$ cat config.mk
export PLATFORM = sky130hd
export DESIGN_NAME = compound_out_arbiter
export DESIGN_NICKNAME = d
export VERILOG_FILES = /design/src/rtl/compound_out_arbiter.sv
export SDC_FILE = /design/constraint.sdc
export NUM_CORES = 1
export LEC_CHECK = 0
export BUFFER_PORTS_ARGS = -buffer_cell sky130_fd_sc_hd__buf_2
export CORE_AREA = 8 8 69 71
export DETAILED_ROUTE_END_ITERATION = 7
export DIE_AREA = 0 0 77 79
export GPL_TIMING_DRIVEN = 1
export MAX_ROUTING_LAYER = met4
export PLACE_DENSITY_LB_ADDON = 0.12
export SYNTH_ARGS = -nofsm -noshare
export SYNTH_HDL_FRONTEND = slang
export SYNTH_SLANG_ARGS = --single-unit
$ cat constraint.sdc
create_clock -name clk -period 2.2 [get_ports clk]
set_input_delay 0.55 -clock clk [delete_from_list [all_inputs] [get_ports clk]]
set_output_delay 0.55 -clock clk [all_outputs]
set_load 0.02 [all_outputs]
$ cat src/rtl/compound_out_arbiter.sv
// Two-requester round-robin arbiter feeding one holding register toward a shared consumer.
// Optional build macro COMPOUND_OUT_ARBITER_WRITE_PRIO_EN: on a tie with differing modes, the write requester wins.

package testbasic17_types;

    typedef enum logic {
        read  = 1'b0,
        write = 1'b1
    } mode_t;

    typedef struct packed {
        mode_t      mode;
        logic [7:0] x;
        logic [7:0] y;
    } CompoundType;

endpackage

module compound_out_arbiter
    import testbasic17_types::*;
#(
    parameter int CNT_W = 16
) (
    input  logic             clk,
    input  logic             rst,

    input  CompoundType      a_in,
    input  logic             a_in_notify,
    output logic             a_in_sync,

    input  CompoundType      b_in,
    input  logic             b_in_notify,
    output logic             b_in_sync,

    output CompoundType      m_out,
    output logic             m_out_notify,
    input  logic             m_out_sync,

    output logic [CNT_W-1:0] xfer_cnt,
    output logic             last_grant
);

    localparam logic [0:0] IDLE = 1'b0;
    localparam logic [0:0] FULL = 1'b1;

    localparam logic [CNT_W-1:0] CNT_ONE   = {{(CNT_W-1){1'b0}}, 1'b1};
    localparam CompoundType      HOLD_RST  = '{mode: read, x: 8'd0, y: 8'd0};

    logic [0:0]       state_q, state_d;
    CompoundType      hold_q,  hold_d;
    logic [CNT_W-1:0] cnt_q,   cnt_d;
    logic             last_q,  last_d;

    logic slot_free;
    logic any_req;
    logic winner_b;
    logic accept;
    logic xfer_done;

    // Winner selection: a lone requester wins; a tie goes to whoever was not granted last.
    always_comb begin
        // NOTE: every combinational output gets a default first so no path can infer a latch.
        winner_b = 1'b0;
        unique case ({a_in_notify, b_in_notify})
            2'b01:   winner_b = 1'b1;
            2'b11: begin
`ifdef COMPOUND_OUT_ARBITER_WRITE_PRIO_EN
                if (a_in.mode != b_in.mode) begin
                    winner_b = (b_in.mode == write);
                end else begin
                    winner_b = ~last_q;
                end
`else
                winner_b = ~last_q;
`endif
            end
            default: winner_b = 1'b0;
        endcase
    end

    // The slot is free when empty, or when the consumer drains it this very cycle.
    always_comb begin
        slot_free = (state_q == IDLE) || ((state_q == FULL) && m_out_sync);
        any_req   = a_in_notify || b_in_notify;
        accept    = !rst && slot_free && any_req;
        xfer_done = (state_q == FULL) && m_out_sync;
        a_in_sync = accept && !winner_b;
        b_in_sync = accept && winner_b;
    end

    always_comb begin
        state_d = state_q;
        hold_d  = hold_q;
        cnt_d   = cnt_q;
        last_d  = last_q;

        if (xfer_done) begin
            cnt_d = cnt_q + CNT_ONE;
        end

        if (accept) begin
            hold_d  = winner_b ? b_in : a_in;
            last_d  = winner_b;
            state_d = FULL;
        end else if (xfer_done) begin
            state_d = IDLE;
        end
    end

    always_ff @(posedge clk) begin
        // NOTE: state registers use non-blocking assignments so every flop samples pre-edge values.
        if (rst) begin
            state_q <= IDLE;
            hold_q  <= HOLD_RST;
            cnt_q   <= '0;
            last_q  <= 1'b1;
        end else begin
            state_q <= state_d;
            hold_q  <= hold_d;
            cnt_q   <= cnt_d;
            last_q  <= last_d;
        end
    end

    assign m_out        = hold_q;
    assign m_out_notify = (state_q == FULL);
    assign xfer_cnt     = cnt_q;
    assign last_grant   = last_q;

endmodule

* Word-level counts from Yosys, hierarchy flattened *
Index checks and enable logic that the tools add are counted.

storage, ports and cells
  word-level logic and storage cells = 25
  output and inout bits = 37
  flip-flop bits (word level) = 35

cells by class
  reduce and logical (&&, ||, !) cells = 10
  equality and inequality tests = 2
  add/sub/neg operators = 1
  multiplexer cells = 4
  bitwise gates (word level) = 2

operator list
  operator                                                               count
  17-bit two-way mux                                                     1
  16-bit by 1-bit adder with 16-bit output, second input constant        1
  1-bit logical AND                                                      5
  2-bit by 1-bit equality test with 1-bit output, second input constant  1
  2-bit equality test, second input constant                             1
  1-bit logical NOT                                                      2
  1-bit logical OR                                                       2
  1-bit two-way mux                                                      2
  1-bit inverter                                                         2
  1-bit one-hot mux with 2 select lines                                  1
  2-bit nonzero test                                                     1

* Logic depth before layout (Yosys ltp) *
  depth in word-level cells = 5
  mapped depth = 5
  mapped depth without buffers = 5

* Worst setup path before layout *
OpenSTA, ideal clock, no wires.

  kind = input port to output port
  start = input port b_in_notify
  end = output port a_in_sync
  arrival time = 1720 ps
  data required time = 1650 ps
  path slack = -70 ps
  stages = 4
  path buffers = 2
  cell sequence = a21boi_0 buf_2 buf_2 nor4_1

between the ends
  word-level cells in the longest chain between the ends = 4
  elaborated cells on any way between the ends = 7

RTL lines
  element                                                                                RTL line  source
  start: declaration                                                                     32        input logic b_in_notify,
  2-bit equality test or 2-bit by 1-bit equality test with 1-bit output (tied branches)  64        unique case ({a_in_notify, b_in_notify})
  1-bit one-hot mux with 2 select lines                                                  64
  1-bit logical NOT                                                                      87        a_in_sync = accept && !winner_b;
  1-bit logical AND *                                                                    87
  end: declaration                                                                       29        output logic a_in_sync,

Mark *: on every way between the ends. The rest lies on a longest branch, timed or not.

* Worst setup path after layout *
  start = input port m_out_sync
  end = output port b_in_sync

between the ends
  word-level cells in the longest chain between the ends = 5

RTL lines
  element                         RTL line  source
  start: declaration              37        input logic m_out_sync,
  1-bit logical AND               83        slot_free = (state_q == IDLE) || ((state_q == FULL) && m_out_sync);
  1-bit logical OR                83
  1-bit logical AND (2 in a row)  85        accept = !rst && slot_free && any_req;
  1-bit logical AND               88        b_in_sync = accept && winner_b;
  end: declaration                33        output logic b_in_sync,

No other way between the ends.

==> key figures <==
GRT
  • Vias in the first global route: 1419
  • Initial antenna violation count: 0
  • First-pass GRT wire length: 6400 µm
  • Grt total ovfl: 0
  • GR Util All Layers: 13.4%
  • Pin count of the biggest net entering global routing: 36

Finish
  • Nets: 290
  • Post-layout util: 55.7%
  • Sequential cell area: 701 µm²
  • Multi-input gate area: 830 µm²
  • # fillers: around 390
  • Layout cells sized above 1: 38.2%
  • Antenna diode count: 0
  • Synth-to-layout area growth: 34.8%

Timing
  • Max Clock Skew: 0.00728 ns
  • Unrepaired setup endpoints after global routing: false
  • Slew Limit Fails: 0
  • Final hold violations: 0
  • Final Cycle Share: 92.1%
  • Final setup fails: 0
  • WHS: 0.496 ns
  • Setup TNS: 0 ns
  • Slew HR: 68.9%
  • Final worst slack: around 0.17 ns
  • F_max: 0.493 GHz
  • Min Clock Period, post-route: 2.03 ns
  • Worst Tran Pin Value: 0.462 ns

Synth
  • Cell count after synthesis: 172
  • Asr flop ratio synth: 0%
  • Area share of the largest cell type after synthesis: between 40% and 50%
  • Avg Cell Area, Syn: just over 9 µm²
  • Mapped Area: 0.00157 mm²
  • Dominant cell type by area after synthesis: dfxtp_1
  • Largest cells by area after synthesis: dfxtp_1 (45%), mux2i_1 (11%), a211oi_1 (8.1%), nor2_1 (7.9%), xnor2_1 (3.9%)
  • Top FF cell, synth: dfxtp_1
  • Part of the Yosys area used for sequential elements: 44.6%
  • EDFF count, synth: 0
  • Synthesis-stage register bit count: 35
  • Mapped Nets: 212
  • Synthesis Warnings: 0
  • Netlist cell types: 29

Worst setup path
  • CP Cell Sequence: buf_2 -> and2b_2 -> nor3_4 -> and2_1 -> buf_2
  • R2R Path Start: xfer_cnt[0]
  • CP peak stage delay: 0.27 ns
  • CP max stage cell: and2b_2
  • Crit path required time: 1.65 ns
  • Reg-to-reg slack, setup: 0.32 ns
  • Cell mode on critical path: buf_2
  • Worst Setup End Kind: output port
  • Critical Path Fanout Max: 6
  • Delay-heaviest family, CP: simple AND/OR/NAND/NOR gates
  • WP buf/inv: 2
  • Arr. time, crit path: about 1.5 ns
  • Terminus of the critical flop-to-flop path: xfer_cnt[14]
  • Startpoint Class: primary input
  • Crit path kind: primary input to output port
  • Worst reg2reg path depth: 5

Routing
  • Wire length on met2: between 1500 and 2000 µm
  • DR vias/cell: 4.78
  • Initial detailed-routing violation count: 48
  • 1st-pass router iterations: 4
  • DRT met1 WL: 1680 µm
  • Via Count: 1438
  • Wire per inst: roughly 13 µm
  • Detailed-route wire length: 3920 µm
  • DRC viols: 0
  • Met3 wire length: 274 µm
  • Routed Antenna Nets: 0
  • Top routing layer used: met4

Worst hold path
  • Hold worst-path end: m_out[13]
  • Hold path cells: 2
  • Worst hold path class: flip-flop to flip-flop
  • Hold Path Origin: m_out[13]

CTS
  • H-tree levels: 2
  • Post-CTS Setup Bufs: 0
  • CTS tree: built
  • Hold buffer count at CTS: 0
  • Quantity of gates resized following cts: 0
  • Worst skew pair latency: 0.29 ns
  • Maximum clock path buffer count: 2
  • Clock sink count: 35
  • CTS Buf Count: 5
  • CTS root buffer: clkbuf_8
  • Clock slew at reported path FFs: 0.07 ns

Place
  • Count of input and output buffers: 75
  • Setup WS pre-CTS: roughly 0.18 ns
  • GP Congestion: around 0.78
  • Detail Placement HPWL: 3050 µm

Die
  • Die X-Extent: 77 µm
  • Die footprint: 0.00608 mm²
  • Core Box Area: approximately 0.0038 mm²
  • Top-Level Pins: 76
  • Rows: 23
  • Die Y: 79 µm
  • Initial Utilization: 41.3%

Pwr
  • Cell Pwr Density: 669 mW/mm²
  • Maximum vdd drop: 0.365 mV
  • LEAKAGE: roughly 0.94 nW

Run status
  • Status: complete, no violations

Job
  • Max-cap violations: 0
cells in the final DEF, fill, tap and decap left out, drive strengths merged, types with 4 or more instances in the layout:
cell type / instances
nand3: 6
a21oi: 5
nor2: 33
clkbuf: 8
mux2i: 17
dfxtp: 35
a211oi: 17
nand4: 4
nor3: 6
nor4: 4
nand2: 6
xnor2: 7
buf: 80
or3: 4
power breakdown:
group          internal (mW)  total, mW  switching (mW)
logic                 0.0966      0.227           0.130
registers              0.665      0.685          0.0198
clock network          0.285      0.504           0.219
total                   1.05       1.42           0.369
worst max path at each step:
| stage | from | end | slack, ns | depth (start not counted) |
|---|---|---|---|---|
| final | m_out_sync | b_in_sync | 0.17 | 5 |
| after global routing | m_out_notify | b_in_sync | 0.10 | 4 |
| after CTS | m_out_sync | b_in_sync | 0.17 | 5 |
| after detailed placement | m_out_sync | b_in_sync | 0.18 | 5 |
| after global placement | m_out_sync | b_in_sync | 0.19 | 5 |
| after floorplan | b_in_notify | a_in_sync | 0.17 | 4 |
synth_stat cells, types with 2 or more instances:
cell and n:
nand4_1 3, dfxtp_1 35, xnor2_1 7, inv_1 3
mux2i_1 17, buf_2 4, nand3_1 6, clkbuf_1 5
o21ai_0 3, xor2_1 3, a211oi_1 17, a21oi_1 5
nand2_1 6, or3_1 3, nor3_1 5, nor2_1 33
nor4_1 4, nor2b_1 2
layout make-up:
cell class / instances / area share [%]
multi-input combinational: 125 / 39.2
tap: 50 / 2.96
clock buffer: 8 / 4.73
sequential: 35 / 33.1
inverter: 3 / 0.532
timing repair buffer: 80 / 19.5
metal layers:
layer | up-vias | GRT usage, %
li1 | 766 | -
met4 | 0 | 5.66
met3 | 6 | 6.09
met5 | - | -
met2 | 43 | 21.6
met1 | 623 | 14.0
worst reg2reg max path, cell delays in order (launching register included):
cell and delay, ns:
dfxtp_1 0.42, ha_1 0.24, nand4_4 0.14, or4_4 0.55, or3_1 0.32, a21oi_1 0.14
state kept, by name (all words and copies together), names as in the netlist:
register and cells:
m_out 17, xfer_cnt 16, m_out_notify 1, last_grant 1
metrics by stage:
| step | power (mW) | instances | area [µm²] |
|---|---|---|---|
| detailed placement | 0.930 | 293 | 2020 |
| floorplan | 0.838 | 172 | 1580 |
| finish | 1.42 | 301 | 2120 |
| global route | 1.49 | 301 | 2120 |
| global placement | 0.927 | 293 | 2020 |
| CTS | 1.44 | 301 | 2120 |
cell families (layout without fill, tap and decap cells):
family | Yosys count | after routing | synth area share [%]
buf+inv | 12 | 91 | 3.19
compound gates | 27 | 27 | 11.7
flops | 35 | 35 | 44.6
simple gates | 69 | 69 | 22.6
mux | 18 | 18 | 11.6
xor+xnor | 10 | 10 | 5.58
fa+ha+maj | 1 | 1 | 0.797
Power figures use the tool's default switching activity.
